[src/rtl/fetch_pkg.sv]
// Shared types and constants for the fetch stage (PC register, fetch FSM, instruction buffer).
// FETCH_MISALIGN_TRAP_EN adds a misalign flag to every buffered entry.
package fetch_pkg;

  typedef enum logic [1:0] {REQ, WAIT, DRAIN} fetch_state_t;

  typedef struct packed {
    logic [31:0] pc;
    logic [31:0] instr;
`ifdef FETCH_MISALIGN_TRAP_EN
    logic        misalign;
`endif
  } ibuf_entry_t;

  localparam logic [31:0] NOP_INSTR = 32'h0000_0013;
  localparam logic [31:0] PC_STEP   = 32'd4;

endpackage

[src/rtl/fetch_pc_unit_if.sv]
// Instruction-memory request/response and decode-side handshake of the fetch stage.
// FETCH_MISALIGN_TRAP_EN adds if_misalign_o.
interface fetch_pc_unit_if;
  logic        imem_req_o;
  logic [31:0] imem_addr_o;
  logic        imem_gnt_i;
  logic        imem_rvalid_i;
  logic [31:0] imem_rdata_i;
  logic        if_valid_o;
  logic [31:0] if_instr_o;
  logic [31:0] if_pc_o;
  logic        if_ready_i;
`ifdef FETCH_MISALIGN_TRAP_EN
  logic        if_misalign_o;
`endif

  modport master (
`ifdef FETCH_MISALIGN_TRAP_EN
    output if_misalign_o,
`endif
    output imem_req_o, imem_addr_o, if_valid_o, if_instr_o, if_pc_o,
    input  imem_gnt_i, imem_rvalid_i, imem_rdata_i, if_ready_i
  );

  modport slave (
`ifdef FETCH_MISALIGN_TRAP_EN
    input  if_misalign_o,
`endif
    input  imem_req_o, imem_addr_o, if_valid_o, if_instr_o, if_pc_o,
    output imem_gnt_i, imem_rvalid_i, imem_rdata_i, if_ready_i
  );
endinterface

[src/rtl/fetch_ibuf.sv]
// Synchronous instruction-buffer FIFO with flush, count and full/empty flags.
// A write in the flush cycle lands as the sole entry of the emptied buffer.
module fetch_ibuf
  import fetch_pkg::*;
#(
  parameter int DEPTH = 2
) (
  input  logic                     clk,
  input  logic                     rst_n,
  input  logic                     flush,
  input  logic                     wr_en,
  input  ibuf_entry_t              wr_data,
  input  logic                     rd_en,
  output ibuf_entry_t              rd_data,
  output logic [$clog2(DEPTH):0]   count,
  output logic                     full,
  output logic                     empty
);
  localparam int AW = $clog2(DEPTH);

  ibuf_entry_t   mem [DEPTH];
  logic [AW-1:0] wr_ptr, rd_ptr, wa;
  logic          push, pop, we;

  assign empty   = (count == '0);
  assign full    = (count == (AW+1)'(DEPTH));
  assign pop     = rd_en & ~empty;
  assign push    = wr_en & (~full | pop);
  assign we      = flush ? wr_en : push;
  assign wa      = flush ? '0 : wr_ptr;
  assign rd_data = mem[rd_ptr];

  always_ff @(posedge clk)
    if (we) mem[wa] <= wr_data;

  always_ff @(posedge clk) begin
    if (!rst_n) begin
      wr_ptr <= '0;
      rd_ptr <= '0;
      count  <= '0;
    end else if (flush) begin
      rd_ptr <= '0;
      wr_ptr <= wr_en ? AW'(1) : '0;
      count  <= wr_en ? (AW+1)'(1) : '0;
    end else begin
      if (push) wr_ptr <= wr_ptr + AW'(1);
      if (pop)  rd_ptr <= rd_ptr + AW'(1);
      count <= count + (AW+1)'(push) - (AW+1)'(pop);
    end
  end
endmodule

[src/rtl/fetch_pc_unit.sv]
// Fetch PC register and single-outstanding instruction fetch into a small decode buffer.
// FETCH_MISALIGN_TRAP_EN: misaligned redirects enqueue a flagged NOP and stall fetch.
module fetch_pc_unit
  import fetch_pkg::*;
#(
  parameter logic [31:0] RESET_PC   = 32'h0000_0000,
  parameter int          IBUF_DEPTH = 2
) (
  input  logic               clk,
  input  logic               rst_n,
  input  logic               redirect_i,
  input  logic [31:0]        redirect_pc_i,
  output logic [31:0]        pc_plus4_o,
  fetch_pc_unit_if.master    bus
);
  localparam int CW = $clog2(IBUF_DEPTH) + 1;

  fetch_state_t  state_q, state_d;
  logic [31:0]   fetch_pc_q, req_pc_q;
  logic [CW-1:0] ibuf_count;
  logic          ibuf_full, ibuf_empty, ibuf_wr;
  ibuf_entry_t   ibuf_wdata, ibuf_head;
  logic          outstanding, room, issue, req, fire, rsp_wr, stall_gate;

  assign outstanding = (state_q != REQ);
  // Buffer slots already promised: stored entries plus the in-flight response.
  assign room = ({1'b0, ibuf_count} + {{CW{1'b0}}, outstanding}) < (CW+1)'(IBUF_DEPTH);

  always_comb begin
    state_d = state_q;
    issue   = 1'b0;
    case (state_q)
      REQ:     issue = 1'b1;
      WAIT:    issue = bus.imem_rvalid_i;
      default: issue = 1'b0;
    endcase
    issue = issue & room & ~ibuf_full & ~redirect_i & ~stall_gate;
    req   = rst_n & issue;
    fire  = req & bus.imem_gnt_i;
    case (state_q)
      REQ:     if (fire) state_d = WAIT;
      WAIT:    if (bus.imem_rvalid_i) state_d = fire ? WAIT : REQ;
      DRAIN:   if (bus.imem_rvalid_i) state_d = REQ;
      default: state_d = REQ;
    endcase
    if (redirect_i)
      state_d = ((outstanding & ~bus.imem_rvalid_i) | fire) ? DRAIN : REQ;
  end

  always_ff @(posedge clk) begin
    if (!rst_n) begin
      state_q    <= REQ;
      fetch_pc_q <= RESET_PC;
      req_pc_q   <= '0;
    end else begin
      state_q <= state_d;
      if (redirect_i)  fetch_pc_q <= redirect_pc_i;
      else if (fire)   fetch_pc_q <= fetch_pc_q + PC_STEP;
      if (fire)        req_pc_q   <= fetch_pc_q;
    end
  end

  assign rsp_wr = (state_q == WAIT) & bus.imem_rvalid_i & ~redirect_i;

`ifdef FETCH_MISALIGN_TRAP_EN
  logic stall_q, trap_wr;

  // Fetch stays parked after a misaligned redirect until the next redirect.
  always_ff @(posedge clk) begin
    if (!rst_n)          stall_q <= 1'b0;
    else if (redirect_i) stall_q <= redirect_pc_i[1];
  end

  assign stall_gate = stall_q;
  assign trap_wr    = redirect_i & redirect_pc_i[1];
  assign ibuf_wr    = rsp_wr | trap_wr;
  assign ibuf_wdata = trap_wr
    ? ibuf_entry_t'{pc: redirect_pc_i, instr: NOP_INSTR, misalign: 1'b1}
    : ibuf_entry_t'{pc: req_pc_q, instr: bus.imem_rdata_i, misalign: 1'b0};
  assign bus.imem_addr_o   = fetch_pc_q;
  assign bus.if_misalign_o = ~ibuf_empty & ibuf_head.misalign;
`else
  assign stall_gate      = 1'b0;
  assign ibuf_wr         = rsp_wr;
  assign ibuf_wdata      = ibuf_entry_t'{pc: req_pc_q, instr: bus.imem_rdata_i};
  assign bus.imem_addr_o = {fetch_pc_q[31:2], 2'b00};
`endif

  fetch_ibuf #(.DEPTH(IBUF_DEPTH)) u_ibuf (
    .clk     (clk),
    .rst_n   (rst_n),
    .flush   (redirect_i),
    .wr_en   (ibuf_wr),
    .wr_data (ibuf_wdata),
    .rd_en   (bus.if_ready_i),
    .rd_data (ibuf_head),
    .count   (ibuf_count),
    .full    (ibuf_full),
    .empty   (ibuf_empty)
  );

  assign pc_plus4_o     = fetch_pc_q + PC_STEP;
  assign bus.imem_req_o = req;
  assign bus.if_valid_o = ~ibuf_empty;
  assign bus.if_instr_o = ibuf_empty ? '0 : ibuf_head.instr;
  assign bus.if_pc_o    = ibuf_empty ? '0 : ibuf_head.pc;
endmodule

[src/flat_wrapper.sv]
// flat-port wrapper written by rule: the top's interface ports become plain ports
module fetch_pc_unit_flat import fetch_pkg::*;
#(
  parameter logic [31:0] RESET_PC   = 32'h0000_0000,
  parameter int          IBUF_DEPTH = 2
)
  (clk, rst_n, redirect_i, redirect_pc_i, pc_plus4_o, bus_imem_req_o, bus_imem_addr_o, bus_if_valid_o, bus_if_instr_o, bus_if_pc_o, bus_imem_gnt_i, bus_imem_rvalid_i, bus_imem_rdata_i, bus_if_ready_i);
  fetch_pc_unit_if bus_i ();
  input  logic clk;
  input  logic rst_n;
  input  logic redirect_i;
  input  logic [31:0] redirect_pc_i;
  output logic [31:0] pc_plus4_o;
  output wire logic [$bits(bus_i.imem_req_o)-1:0] bus_imem_req_o;
  output wire logic [$bits(bus_i.imem_addr_o)-1:0] bus_imem_addr_o;
  output wire logic [$bits(bus_i.if_valid_o)-1:0] bus_if_valid_o;
  output wire logic [$bits(bus_i.if_instr_o)-1:0] bus_if_instr_o;
  output wire logic [$bits(bus_i.if_pc_o)-1:0] bus_if_pc_o;
  input wire logic [$bits(bus_i.imem_gnt_i)-1:0] bus_imem_gnt_i;
  input wire logic [$bits(bus_i.imem_rvalid_i)-1:0] bus_imem_rvalid_i;
  input wire logic [$bits(bus_i.imem_rdata_i)-1:0] bus_imem_rdata_i;
  input wire logic [$bits(bus_i.if_ready_i)-1:0] bus_if_ready_i;
  assign bus_imem_req_o = bus_i.imem_req_o;
  assign bus_imem_addr_o = bus_i.imem_addr_o;
  assign bus_if_valid_o = bus_i.if_valid_o;
  assign bus_if_instr_o = bus_i.if_instr_o;
  assign bus_if_pc_o = bus_i.if_pc_o;
  assign bus_i.imem_gnt_i = bus_imem_gnt_i;
  assign bus_i.imem_rvalid_i = bus_imem_rvalid_i;
  assign bus_i.imem_rdata_i = bus_imem_rdata_i;
  assign bus_i.if_ready_i = bus_if_ready_i;
  fetch_pc_unit #(.RESET_PC(RESET_PC), .IBUF_DEPTH(IBUF_DEPTH)) u_core (.clk(clk), .rst_n(rst_n), .redirect_i(redirect_i), .redirect_pc_i(redirect_pc_i), .pc_plus4_o(pc_plus4_o), .bus(bus_i));
endmodule
[config.mk]
export PLATFORM = sky130hd
export DESIGN_NAME = fetch_pc_unit_flat
export DESIGN_NICKNAME = d
export VERILOG_FILES = /design/src/rtl/fetch_pkg.sv /design/src/rtl/fetch_pc_unit_if.sv /design/src/rtl/fetch_ibuf.sv /design/src/rtl/fetch_pc_unit.sv /design/src/flat_wrapper.sv
export SDC_FILE = /design/constraint.sdc
export NUM_CORES = 1
export LEC_CHECK = 0
export BUFFER_PORTS_ARGS = -buffer_cell sky130_fd_sc_hd__buf_2
export CAP_MARGIN = 20
export CORE_ASPECT_RATIO = 0.5
export CORE_UTILIZATION = 30
export CTS_BUF_LIST = sky130_fd_sc_hd__clkbuf_2 sky130_fd_sc_hd__clkbuf_4 sky130_fd_sc_hd__clkbuf_8
export DETAILED_ROUTE_END_ITERATION = 12
export GPL_ROUTABILITY_DRIVEN = 0
export GPL_TIMING_DRIVEN = 0
export PLACE_DENSITY_LB_ADDON = 0.2
export SETUP_SLACK_MARGIN = 0.2
export SYNTH_ARGS = -nofsm -noshare
export SYNTH_HDL_FRONTEND = slang
export SYNTH_SLANG_ARGS = --single-unit
[constraint.sdc]
create_clock -name clk -period 7.6 [get_ports clk]
set_input_delay 0 -clock clk [delete_from_list [all_inputs] [get_ports clk]]
set_output_delay 0 -clock clk [all_outputs]
set_load 0.01 [all_outputs]
=== Word level (Yosys, flattened, before mapping) ===
Memory sizes are Yosys's and may differ from the RTL's. A register that Yosys moved wholly into a read port is not among the register bits.
Cells that the tools add are included.

* Logic and storage cells: 67
* Memories kept: 1
* Memory bits (writable): 128
* Input bits: 70
* Output and inout bits: 130
* Flip-flop bits (word level): 70

{| class="wikitable"
|+ Memory list
! name !! depth !! width !! read ports !! clocked after memory_dff !! wr ports !! line !! text
|-
| u_core.u_ibuf.mem || 2 || 64 || 1 || 1 || 1 || fetch_ibuf.sv:21 || <nowiki>ibuf_entry_t mem [DEPTH];</nowiki>
|}

* Muxes and demuxes: 23
* Reduce and logical (&&, ||, !) cells: 7
* Bitwise logic cells: 17
* Add/sub/neg operators: 6
* $lt $le $gt $ge: 1
* Eq/ne operators: 6

{| class="wikitable"
|+ Operators with widths
! kind !! number
|-
| two-way mux 32 bit || 4
|-
| adder 32 x 3 -> 32 bit (second input constant) || 1
|-
| two-way mux 2 bit || 6
|-
| two-way mux 1 bit || 11
|-
| AND 1 bit || 10
|-
| != test 3 bit (second input constant) || 2
|-
| one-hot mux 2 bit (3 select lines) || 1
|-
| nonzero test 2 bit || 3
|-
| inverter 1 bit || 5
|-
| == test 2 bit (second input constant) || 2
|-
| logical NOT 2 bit || 2
|-
| adder 2 x 1 -> 3 bit || 1
|-
| < comparator 3 x 2 -> 1 bit (second input constant) || 1
|-
| != test 3 x 2 -> 1 bit (second input constant) || 1
|-
| AND reduction 3 bit || 1
|-
| adder 1 bit (second input constant) || 2
|-
| adder 2 x 1 -> 2 bit || 1
|-
| == test 2 x 1 -> 1 bit (second input constant) || 1
|-
| bitwise OR 1 bit || 2
|-
| one-hot mux 1 bit (2 select lines) || 1
|-
| OR reduction 2 bit || 1
|-
| subtractor 2 x 1 -> 2 bit || 1
|}

=== Longest topological paths before layout ===
Gate-level depths: netlist of the first run.

* Depth in word-level cells: 12
* Gate-level depth with buffers: 9

=== By module ===
From an unflattened synthesis of the first run, not the netlist that was laid out.

* Cells, all modules: 761
* Area, all modules: 8765.9 µm²

{| class="wikitable"
|+ Modules (own cells, without submodules)
! module !! times used !! cells an instance !! sequential area each (µm²) !! area each (µm²)
|-
| fetch_ibuf || 1 || 235 || 3943.8 || 4889.7
|-
| fetch_pc_unit || 1 || 526 || 1321.3 || 3876.2
|}

=== Worst setup path before layout of the first run ===
OpenSTA, ideal clock, no wires.

* Kind: register -> register
* From: reg u_core.state_q[0]
* To: mem u_core.u_ibuf.mem[1][0] in the netlist's numbering, enable pin
* Path buffers: 1
* Data arrival time: 3.576 ns
* Slack: 3.531 ns
* Cell stages (with the launch flop): 4
* Period minus slack after synthesis: 4.069 ns
* Path through: dfxtp_1 > clkbuf_1 > nand4_1 > nor2b_1

* Cells in the longest elaborated chain, start to end: 7

{| class="wikitable"
|+ RTL lines
! item !! line !! text
|-
| from (decl) || fetch_pc_unit.sv:18 || <nowiki>fetch_state_t state_q, state_d;</nowiki>
|-
| from (signal assigned) || fetch_pc_unit.sv:56 || <nowiki>state_q <= state_d;</nowiki>
|-
| == test 2 x 1 -> 1 bit (*) || fetch_pc_unit.sv:63 || <nowiki>assign rsp_wr = (state_q == WAIT) & bus.imem_rvalid_i & ~redirect_i;</nowiki>
|-
| AND 1 bit (*) (2 in series) || fetch_pc_unit.sv:63 ||
|-
| AND 1 bit || fetch_ibuf.sv:28 || <nowiki>assign push = wr_en & (~full | pop);</nowiki>
|-
| two-way mux 1 bit (*) || fetch_ibuf.sv:29 || <nowiki>assign we = flush ? wr_en : push;</nowiki>
|-
| two-way mux 1 bit (*) || fetch_ibuf.sv:34 || <nowiki>if (we) mem[wa] <= wr_data;</nowiki>
|-
| two-way mux 1 bit (not written as such) (*) || fetch_ibuf.sv:34 ||
|-
| to (decl) || fetch_ibuf.sv:21 ||
|}

Every way passes the cells marked *; elsewhere a longest branch is shown, timed or not.

==> flow_metrics.py, run 1 <==
metrics = {
    "critical_path": {
        "rr_startpoint": "u_core.u_ibuf.count[0]",
        "timing.rr.end": "u_core.req_pc_q[26]",
        "reg2regPathDepth": 6,
        "worstSetupStartpointType": "flip-flop",
        "reg2reg_setup_slack_ns": 5.13,
        "critPathCaptureType": "output pin",
        "worst_ep_arrival_time_ns": 2.67,
        "worstPathRequired_ns": 7.60,
        "endpoint": "bus_if_instr_o[3]",
        "slowest_delay_ns": 0.65,
        "worstSetupPathType": "flip-flop to output pin",
        "critical-path-slowest-cell": "clkbuf_1",
        "cp_max_fo": 10,
        "path_cells": "clkbuf_1 > buf_1 > mux2i_1 > nor2_1 > buf_2",
    },
    "clock_network": {
        "htree_levels": 4,
        "cts_setup_buffers": 0,
        "cts_tree": "yes",
        "root_buffer": "clkbuf_8",
        "cts_made_buffers": 17,
        "clk_path_buf_depth": 2,
        "clock_latency_ns": 0.49,
        "cts_resized": 0,
        "clock-sinks": 199,
        "clkTransAtPathRegs_ns": 0.10,
    },
    "timing": {
        "fmax_mhz": 374,
        "setup_viol": 0,
        "relSlewSlack_pct": 38.8,
        "finalHoldViolCount": 0,
        "fin_setup_tns_ns": 0,
        "worst_pin_slew_ns": 0.916,
        "min_period_over_period_pct": 35.2,
        "rsz0062_at_grt": "no",
        "skew_ns": 0.0145,
        "holdWs_ns": 0.0957,
        "period_minus_slack_ns": 2.67,
        "drv_slew": 0,
        "layout_setup_ws_ns": 4.93,
    },
    "power": {
        "power_mw": 2.06,
        "ir_worst_vdd_v": 0.000118,
        "power_leakage_nw": 4.21,
        "powerDensity_nw_per_um2": 187,
    },
    "final_layout": {
        "final_cell_count_no_fill": 1403,
        "drive_gt1_share_pct": 26.0,
        "multiInputGateArea_um2": 2880,
        "antenna_cells": 0,
        "nNetsFinal": 1089,
        "ff_latch_area_um2": 5270,
        "num-fill-cells": 2692,
        "area_growth_pct": 31.2,
    },
    "floorplanning": {
        "die_area_um2": 28700,
        "core_region_area_um2": 27000,
        "die_height_um": 120,
        "die_w_um": 239,
        "num_rows": 42,
        "start_util_pct": 31.2,
        "io_pins": 200,
    },
    "global_route": {
        "grt_pass1_wl_mm": 35.5,
        "grt.overflow.total": 0,
        "grt_max_degree": 30,
        "grt_util_all_layers_pct": 16.6,
        "grt_pass1_vias": 6280,
        "antenna_found_initial": 0,
    },
    "drt": {
        "first_pass_iters": 5,
        "avgViaCountPerCell": 4.53,
        "dr_total_vias": 6362,
        "wl_per_cell_um": 16.8,
        "drtAntennaViolNets": 0,
        "drtIter0Drc": 450,
        "drc_errors": 0,
        "wirelength_mm": 23.6,
    },
    "logic_synthesis": {
        "ys_ff_latch": 199,
        "synthMuxAreaShare_pct": 7.98,
        "async_reset_ff_share_pct": 0,
        "synth_commonest_cells": "edfxtp_1 (128), nor2_1 (95), nand2_1 (88), dfxtp_1 (71), mux2i_1 (67)",
        "synth_top_area_share_pct": 45.8,
        "seq_area_frac_synth_pct": 62.7,
        "yosysTopAreaCell": "edfxtp_1",
        "synth_compound_area_share_pct": 5.87,
        "synth_fa_ha_area_share_pct": 0.447,
        "postSynthAreaPerCell_um2": 11.5,
        "synthCells": 728,
        "synth.area.top_cells": "edfxtp_1 (46%), dfxtp_1 (17%), mux2i_1 (8.0%)",
        "synth.most_common_cell": "edfxtp_1",
        "synth_edf_count": 128,
        "synthSimpleGateAreaFrac_pct": 13.7,
        "synth_top_family_by_area": "simple AND/OR/NAND/NOR gates",
        "yosysWarningCount": 0,
        "syn_area_um2": 8400,
        "synth-main-ff-cell": "edfxtp_1",
        "synthXorXnorAreaFrac_pct": 6.05,
        "synthDistinctLibCells": 40,
    },
    "run": {
        "drv_cap": 0,
    },
    "outcome": {
        "status": "complete, no violations",
    },
    "placed_design": {
        "dp_hpwl_mm": 17.0,
        "port_buffers": 197,
        "pre_cts_ws_ns": 5.15,
        "placed_cells": 1304,
    },
    "hold_path": {
        "hp-class": "primary input to flip-flop",
    },
}
==> worst max-delay path: cells and delay by family, from the launching register on <==
kind / cells / cell delay, ns
buf+inv: 3 / 1.45
mux: 1 / 0.35
flops: 1 / 0.32
simple gates: 1 / 0.06
==> how the worst min path moves through the flow <==
stage / cells past startpoint / slack (ns) / to / from
after floorplan: 1 / 0.08 / u_core.state_q[1] / bus_imem_rvalid_i
after global placement: 1 / 0.19 / u_core.u_ibuf.mem[0][29] / bus_imem_rdata_i[29]
after detailed placement: 1 / 0.19 / u_core.u_ibuf.mem[1][20] / bus_imem_rdata_i[20]
after CTS: 5 / 0.03 / u_core.fetch_pc_q[3] / bus_imem_gnt_i
after global routing: 5 / 0.09 / u_core.state_q[0] / bus_imem_gnt_i
final: 5 / 0.1 / u_core.fetch_pc_q[3] / bus_imem_gnt_i
==> per-layer routing <==
| layer | share of wire (%) | up-vias | GRT usage (%) | wire length [µm] |
|---|---|---|---|---|
| met3 | 3.3 | 27 | 3.15 | 782 |
| met4 | 2.0 | 0 | 5.81 | 462 |
| met5 | 0 | - | 0 | 0 |
| met2 | 49 | 120 | 28.6 | 11600 |
| met1 | 45 | 3089 | 20.8 | 10700 |
| li1 | - | 3126 | - | - |
==> metrics by stage <==
stage / utilization, % / cell area (µm²)
global placement: 36.6 / 9860
finish: 40.9 / 11000
CTS: 40.9 / 11000
floorplan: - / 8400
global route: 40.9 / 11000
detailed placement: 36.9 / 9950
==> power by group <==
group          total, mW  switching, mW  internal, mW
Sequential          1.18         0.0215          1.16
Clock              0.690          0.387         0.304
Combinational      0.186          0.102        0.0834
Total               2.06          0.510          1.55
==> final cells by class <==
cell class	instances	share of cell area [%]
buffer	54	2.22
tap	374	4.25
timing repair buffer	268	15.8
inverter	8	0.272
multi-input combinational	468	26.1
clock inverter	14	1.36
sequential	199	47.8
clock buffer	18	2.25
==> cell families (layout without fill, tap and decap cells) <==
logic type / count (synthesis) / in the layout
simple gates: 246 / 246
buf+inv: 62 / 362
fa+ha+maj: 3 / 3
other cells: 1 / 2
flops: 199 / 199
mux: 67 / 67
compound gates: 92 / 92
xor+xnor: 58 / 58
==> cell usage in the layout (no fill, tap or decap), types with 3 or more instances in the layout <==
cell and count:
buf_2 212, edfxtp_1 128, nor2_1 94, nand2_1 88, dfxtp_1 71, mux2i_1 67
dlygate4sd3_1 67, a21oi_1 58, xnor2_1 34, o21ai_0 26, xor2_1 24, clkbuf_1 24
clkbuf_8 18, nand3_1 13, nand4_1 10, nor3_1 10, buf_1 9, inv_1 8
nor4_2 7, and4_1 6, and3_1 5, buf_4 4, clkinv_4 4, buf_12 4
ha_1 3, inv_6 3
==> timing repair <==
item                                    CTS  global route
endpoints found under the setup margin    0             0
hold endpoints to repair                101             0
hold buffers                             67             0
==> sequential cells by signal, indices dropped and copies added, names as in the netlist, named ones only <==
register and cells:
u_core.u_ibuf.mem 128, u_core.fetch_pc_q 32, u_core.req_pc_q 32, u_core.state_q 2, u_core.u_ibuf.count 2, u_core.u_ibuf.rd_ptr 1, u_core.u_ibuf.wr_ptr 1
No activity file was read; power rests on OpenSTA's default activity.
==> run 2, diff against run 1 <==
clock period = 2.4 ns   (was 7.6 ns; I/O delays follow)
==> flow_metrics.py, run 2 (synthesized netlist as in run 1, its figures left out) <==
metrics = {
    "outcome": {
        "status": "complete, no violations",
    },
    "drt": {
        "drtIter0Drc": 359,
        "avgViaCountPerCell": 4.62,
        "wirelength_mm": 24.6,
        "wl_per_cell_um": 17.3,
        "drc_errors": 0,
        "first_pass_iters": 5,
        "drtAntennaViolNets": 0,
        "dr_total_vias": 6584,
    },
    "floorplanning": {
        "core_region_area_um2": 27000,
        "die_area_um2": 28700,
        "start_util_pct": 31.2,
        "die_height_um": 120,
        "io_pins": 200,
        "num_rows": 42,
        "die_w_um": 239,
    },
    "clock_network": {
        "clock_latency_ns": 0.49,
        "clock-sinks": 199,
        "htree_levels": 4,
        "cts_made_buffers": 17,
        "clk_path_buf_depth": 2,
        "root_buffer": "clkbuf_8",
        "cts_tree": "yes",
        "clkTransAtPathRegs_ns": 0.10,
    },
    "final_layout": {
        "largest-register": "u_core.u_ibuf.mem",
        "num-fill-cells": 2628,
        "drive_gt1_share_pct": 32.3,
        "final_cell_mix": "buf_2 (207), edfxtp_1 (128), nor2_1 (87), nand2_1 (87)",
        "largest_register_ffs": 128,
        "area_growth_pct": 36.8,
        "nNetsFinal": 1112,
        "top_regs": "u_core.u_ibuf.mem (128), u_core.fetch_pc_q (32), u_core.req_pc_q (32)",
        "antenna_cells": 0,
        "fin_util_pct": 42.6,
        "final_common_cell": "buf_2",
    },
    "timing": {
        "skew_ns": 0.0137,
        "drv_slew": 0,
        "rsz0062_at_grt": "yes",
        "worst_pin_slew_ns": 0.789,
        "min_period_over_period_pct": 90.9,
        "finalHoldViolCount": 0,
        "layout_setup_ws_ns": 0.219,
        "relSlewSlack_pct": 47.4,
        "period_minus_slack_ns": 2.18,
        "fmax_mhz": 458,
        "setup_viol": 0,
    },
    "hold_path": {
        "hp-start": "redirect_i",
        "whs_endpoint": "u_core.fetch_pc_q[18]",
        "min_path_cells": 5,
        "hp-class": "primary input to flip-flop",
    },
    "global_route": {
        "grt_pass1_wl_mm": 36.4,
        "antenna_found_initial": 0,
        "grt_max_degree": 29,
        "grt_pass1_vias": 6524,
        "grt.overflow.total": 0,
        "grt_util_all_layers_pct": 17.1,
    },
    "critical_path": {
        "reg2regPathDepth": 6,
        "cp_max_fo": 8,
        "worst_ep_arrival_time_ns": 2.18,
        "reg2reg_setup_slack_ns": 0.32,
        "critPathCaptureType": "output pin",
        "worstPathRequired_ns": 2.40,
        "worstSetupStartpointType": "flip-flop",
        "rr_startpoint": "u_core.u_ibuf.count[0]",
        "worstSetupPathType": "flip-flop to output pin",
        "timing.rr.end": "u_core.fetch_pc_q[23]",
    },
    "placed_design": {
        "dp_hpwl_mm": 17.3,
        "pre_cts_ws_ns": -0.0570,
        "port_buffers": 197,
    },
    "run": {
        "drv_cap": 0,
    },
    "power": {
        "ir_worst_vdd_v": 0.000375,
        "power_leakage_nw": 4.45,
        "powerDensity_nw_per_um2": 570,
    },
}
[run 2: cell types whose count changed in the layout (fill, tap and decap cells not counted), sizes merged]
cell and change:
clkinvlp -1, clkinv +1, inv -2, clkbuf +5, buf +20
[run 2: worst max path at each step]
stage / start / to / cells after the start
finish: u_core.fetch_pc_q[10] / pc_plus4_o[24] / 8
global route: u_core.fetch_pc_q[10] / pc_plus4_o[28] / 8
CTS: u_core.u_ibuf.count[1] / bus_if_pc_o[21] / 5
detailed placement: u_core.u_ibuf.count[0] / u_core.req_pc_q[3] / 6
global placement: redirect_i / u_core.u_ibuf.mem[1][30] / 4
floorplan: u_core.state_q[0] / u_core.u_ibuf.mem[1][0] / 3
[run 2: per-stage QoR]
step | power, mW | instance area [µm²] | TNS [ns] | instances | hold slack [ns]
global placement | 4.32 | 9870 | -83.51 | 1300 | 0.190
finish | 6.55 | 11500 | 0 | 1426 | 0.189
detailed placement | 4.33 | 10000 | -0.858 | 1305 | 0.192
floorplan | 4.07 | 8420 | 0 | 729 | 0.0793
CTS | 6.59 | 11300 | 0 | 1415 | 0.122
global route | 6.79 | 11500 | 0 | 1426 | 0.182
[run 2: timing repair]
action | 4_1_cts | 5_1_grt
endpoints found under the hold margin | 101 | 0
endpoints found under the setup margin | 130 | 72
setup buffers | 11 | 11
hold buffers | 67 | 0
pin swaps | 8 | 10
gates resized for setup | 66 | 24
[run 2: layout make-up]
class	instances	area, µm²	share of cell area, %
flip-flops and latches	199	5290	46.0
multi-input cells	468	3040	26.5
repair buffers	291	1950	17.0
well taps	374	468	4.07
plain buffers	54	327	2.84
clock buffers	20	256	2.23
clock inverters	12	130	1.13
inverters	8	30.0	0.261
[run 2: per-layer routing]
metal	part of all wire [%]	global-route usage [%]	vias up
met5	0	0	-
met4	2.1	5.45	0
met3	4.2	3.97	35
met2	50	29.3	171
met1	44	21.3	3215
li1	-	-	3163
[run 2: report_power, final]
group	total, mW	leakage, nW	switching (mW)	internal, mW
logic	0.634	2.40	0.338	0.296
clock network	2.16	0.199	1.20	0.960
registers	3.76	1.85	0.0734	3.69
total	6.55	4.45	1.61	4.94
[run 2: critical path: stages, from the launching register on]
cell	delay, ns
dfxtp_2	0.36
buf_6	0.12
and4_1	0.21
buf_6	0.12
and4_4	0.26
nand3_4	0.13
nor2_2	0.14
xor2_1	0.18
buf_2	0.16
==> run 3, diff against run 2 <==
clock period = 2.75 ns   (was 2.4 ns; I/O delays follow)
==> flow_metrics.py, run 3 (synthesized netlist as in run 1, its figures left out) <==
metrics = {
    "outcome": {
        "status": "complete, no violations",
    },
    "drt": {
        "drtIter0Drc": 496,
        "drtAntennaViolNets": 0,
        "wirelength_mm": 24.2,
        "drc_errors": 0,
        "dr_total_vias": 6422,
        "avgViaCountPerCell": 4.57,
        "wl_per_cell_um": 17.2,
        "first_pass_iters": 5,
    },
    "placed_design": {
        "port_buffers": 197,
        "dp_hpwl_mm": 17.0,
    },
    "hold_path": {
        "whs_endpoint": "u_core.fetch_pc_q[3]",
        "hp-start": "bus_imem_gnt_i",
        "hp-class": "primary input to flip-flop",
        "min_path_cells": 5,
    },
    "clock_network": {
        "clk_path_buf_depth": 2,
        "cts_made_buffers": 17,
        "root_buffer": "clkbuf_8",
        "clock_latency_ns": 0.50,
        "cts_tree": "yes",
        "clkTransAtPathRegs_ns": 0.10,
        "clock-sinks": 199,
        "htree_levels": 4,
    },
    "power": {
        "power_mw": 5.80,
        "ir_worst_vdd_v": 0.000332,
        "power_leakage_nw": 4.26,
        "powerDensity_nw_per_um2": 523,
    },
    "critical_path": {
        "path_buf_inv": 3,
        "critPathCaptureType": "output pin",
        "path_cells": "buf_2 > and4_1 > buf_2 > nand3_4 > nor4_4 > xor2_1 > buf_2",
        "worstSetupStartpointType": "flip-flop",
        "worstPathRequired_ns": 2.75,
        "worstSetupPathType": "flip-flop to output pin",
        "cp_max_fo": 8,
        "reg2regPathDepth": 5,
        "slowest_delay_ns": 0.39,
        "cpLargestDelayFamily": "buffers and inverters",
        "worst_ep_arrival_time_ns": 2.43,
        "reg2reg_setup_slack_ns": 0.37,
        "timing.rr.end": "u_core.u_ibuf.mem[0][23]",
        "critical-path-slowest-cell": "dfxtp_1",
        "rr_startpoint": "u_core.state_q[0]",
        "cp_common_cell": "buf_2",
    },
    "floorplanning": {
        "core_region_area_um2": 27000,
        "die_area_um2": 28700,
        "die_w_um": 239,
        "start_util_pct": 31.2,
        "io_pins": 200,
        "num_rows": 42,
        "die_height_um": 120,
    },
    "final_layout": {
        "antenna_cells": 0,
        "drive_gt1_share_pct": 27.3,
        "top_regs": "u_core.u_ibuf.mem (128), u_core.fetch_pc_q (32), u_core.req_pc_q (32)",
        "final_cell_mix": "buf_2 (211), edfxtp_1 (128), nor2_1 (92), nand2_1 (88), dfxtp_1 (69)",
        "fin_util_pct": 41.2,
        "largest-register": "u_core.u_ibuf.mem",
        "final_common_cell": "buf_2",
        "area_growth_pct": 32.1,
        "nNetsFinal": 1090,
        "largest_register_ffs": 128,
    },
    "global_route": {
        "grt.overflow.total": 0,
        "grt_pass1_wl_mm": 36.0,
        "grt_util_all_layers_pct": 16.9,
        "grt_max_degree": 29,
        "grt_pass1_vias": 6303,
        "antenna_found_initial": 0,
    },
    "timing": {
        "relSlewSlack_pct": 47.8,
        "worst_pin_slew_ns": 0.783,
        "finalHoldViolCount": 0,
        "rsz0062_at_grt": "yes",
        "min_period_over_period_pct": 88.2,
        "fin_setup_tns_ns": 0,
        "drv_slew": 0,
        "fmax_mhz": 412,
        "setup_viol": 0,
        "period_minus_slack_ns": 2.43,
        "skew_ns": 0.0198,
    },
    "run": {
        "drv_cap": 0,
    },
}
run 3: cell types whose count changed in the layout (fill, tap and decap cells not counted), sizes merged:
cell,change
buf,-21
clkinv,-4
inv,+3
bufinv,+1
clkinvlp,-1
run 3: metal layers:
metal	vias up	track usage, %	share of wire, %
li1	3124	-	-
met1	3128	21.7	45
met2	141	28.6	50
met3	29	3.01	3.4
met4	0	6.45	2.1
met5	-	0	0
run 3: how the worst max path moves through the flow:
stage,slack (ns),cells after the start,to,from
6_report,0.32,7,pc_plus4_o[31],u_core.fetch_pc_q[6]
5_1_grt,0.15,7,pc_plus4_o[27],u_core.fetch_pc_q[15]
4_1_cts,0.20,7,pc_plus4_o[27],u_core.fetch_pc_q[6]
3_5_place_dp,0.26,6,u_core.req_pc_q[23],u_core.u_ibuf.count[0]
3_3_place_gp,-1.48,3,u_core.u_ibuf.mem[1][11],u_core.state_q[0]
2_1_floorplan,-0.14,3,u_core.u_ibuf.mem[0][0],u_core.state_q[0]
run 3: what timing repair did:
action / in CTS / in global routing
gates cloned: 0 / 0
gates resized for setup: 7 / 8
setup buffers: 0 / 1
pin swaps: 0 / 1
hold buffers: 67 / 0
setup endpoints to repair: 65 / 38
hold endpoints to repair: 101 / 0
run 3: report_power, final:
group          internal, mW  switching, mW  total, mW
clock                 0.946           1.06       2.01
sequential             3.21         0.0597       3.27
combinational         0.232          0.286      0.518
total                  4.39           1.41       5.80
run 3: final cells by class:
cell class,instances,area [µm²]
repair buffers,269,1740
clock inverters,11,148
fillers,2675,15900
well taps,374,468
clock buffers,21,264
multi-input cells,468,2920
flip-flops and latches,199,5270
inverters,8,30.0
plain buffers,54,251
run 3: worst register-to-register path: stages, from the launching register on:
cell and delay, ns:
dfxtp_1 0.32, clkbuf_1 0.29, nand4_1 0.43, nor2_4 0.51, buf_12 0.27, buf_12 0.24
run 3: metrics by stage:
stage | worst slack (ns) | hold WS, ns | instance area, µm² | cells
4_1_cts | 0.204 | 0.0253 | 11100 | 1403
6_report | 0.324 | 0.0570 | 11100 | 1404
2_1_floorplan | -0.139 | 0.0793 | 8410 | 729
5_1_grt | 0.149 | 0.0537 | 11100 | 1404
3_5_place_dp | 0.263 | 0.192 | 9950 | 1304
3_3_place_gp | -1.48 | 0.190 | 9860 | 1300
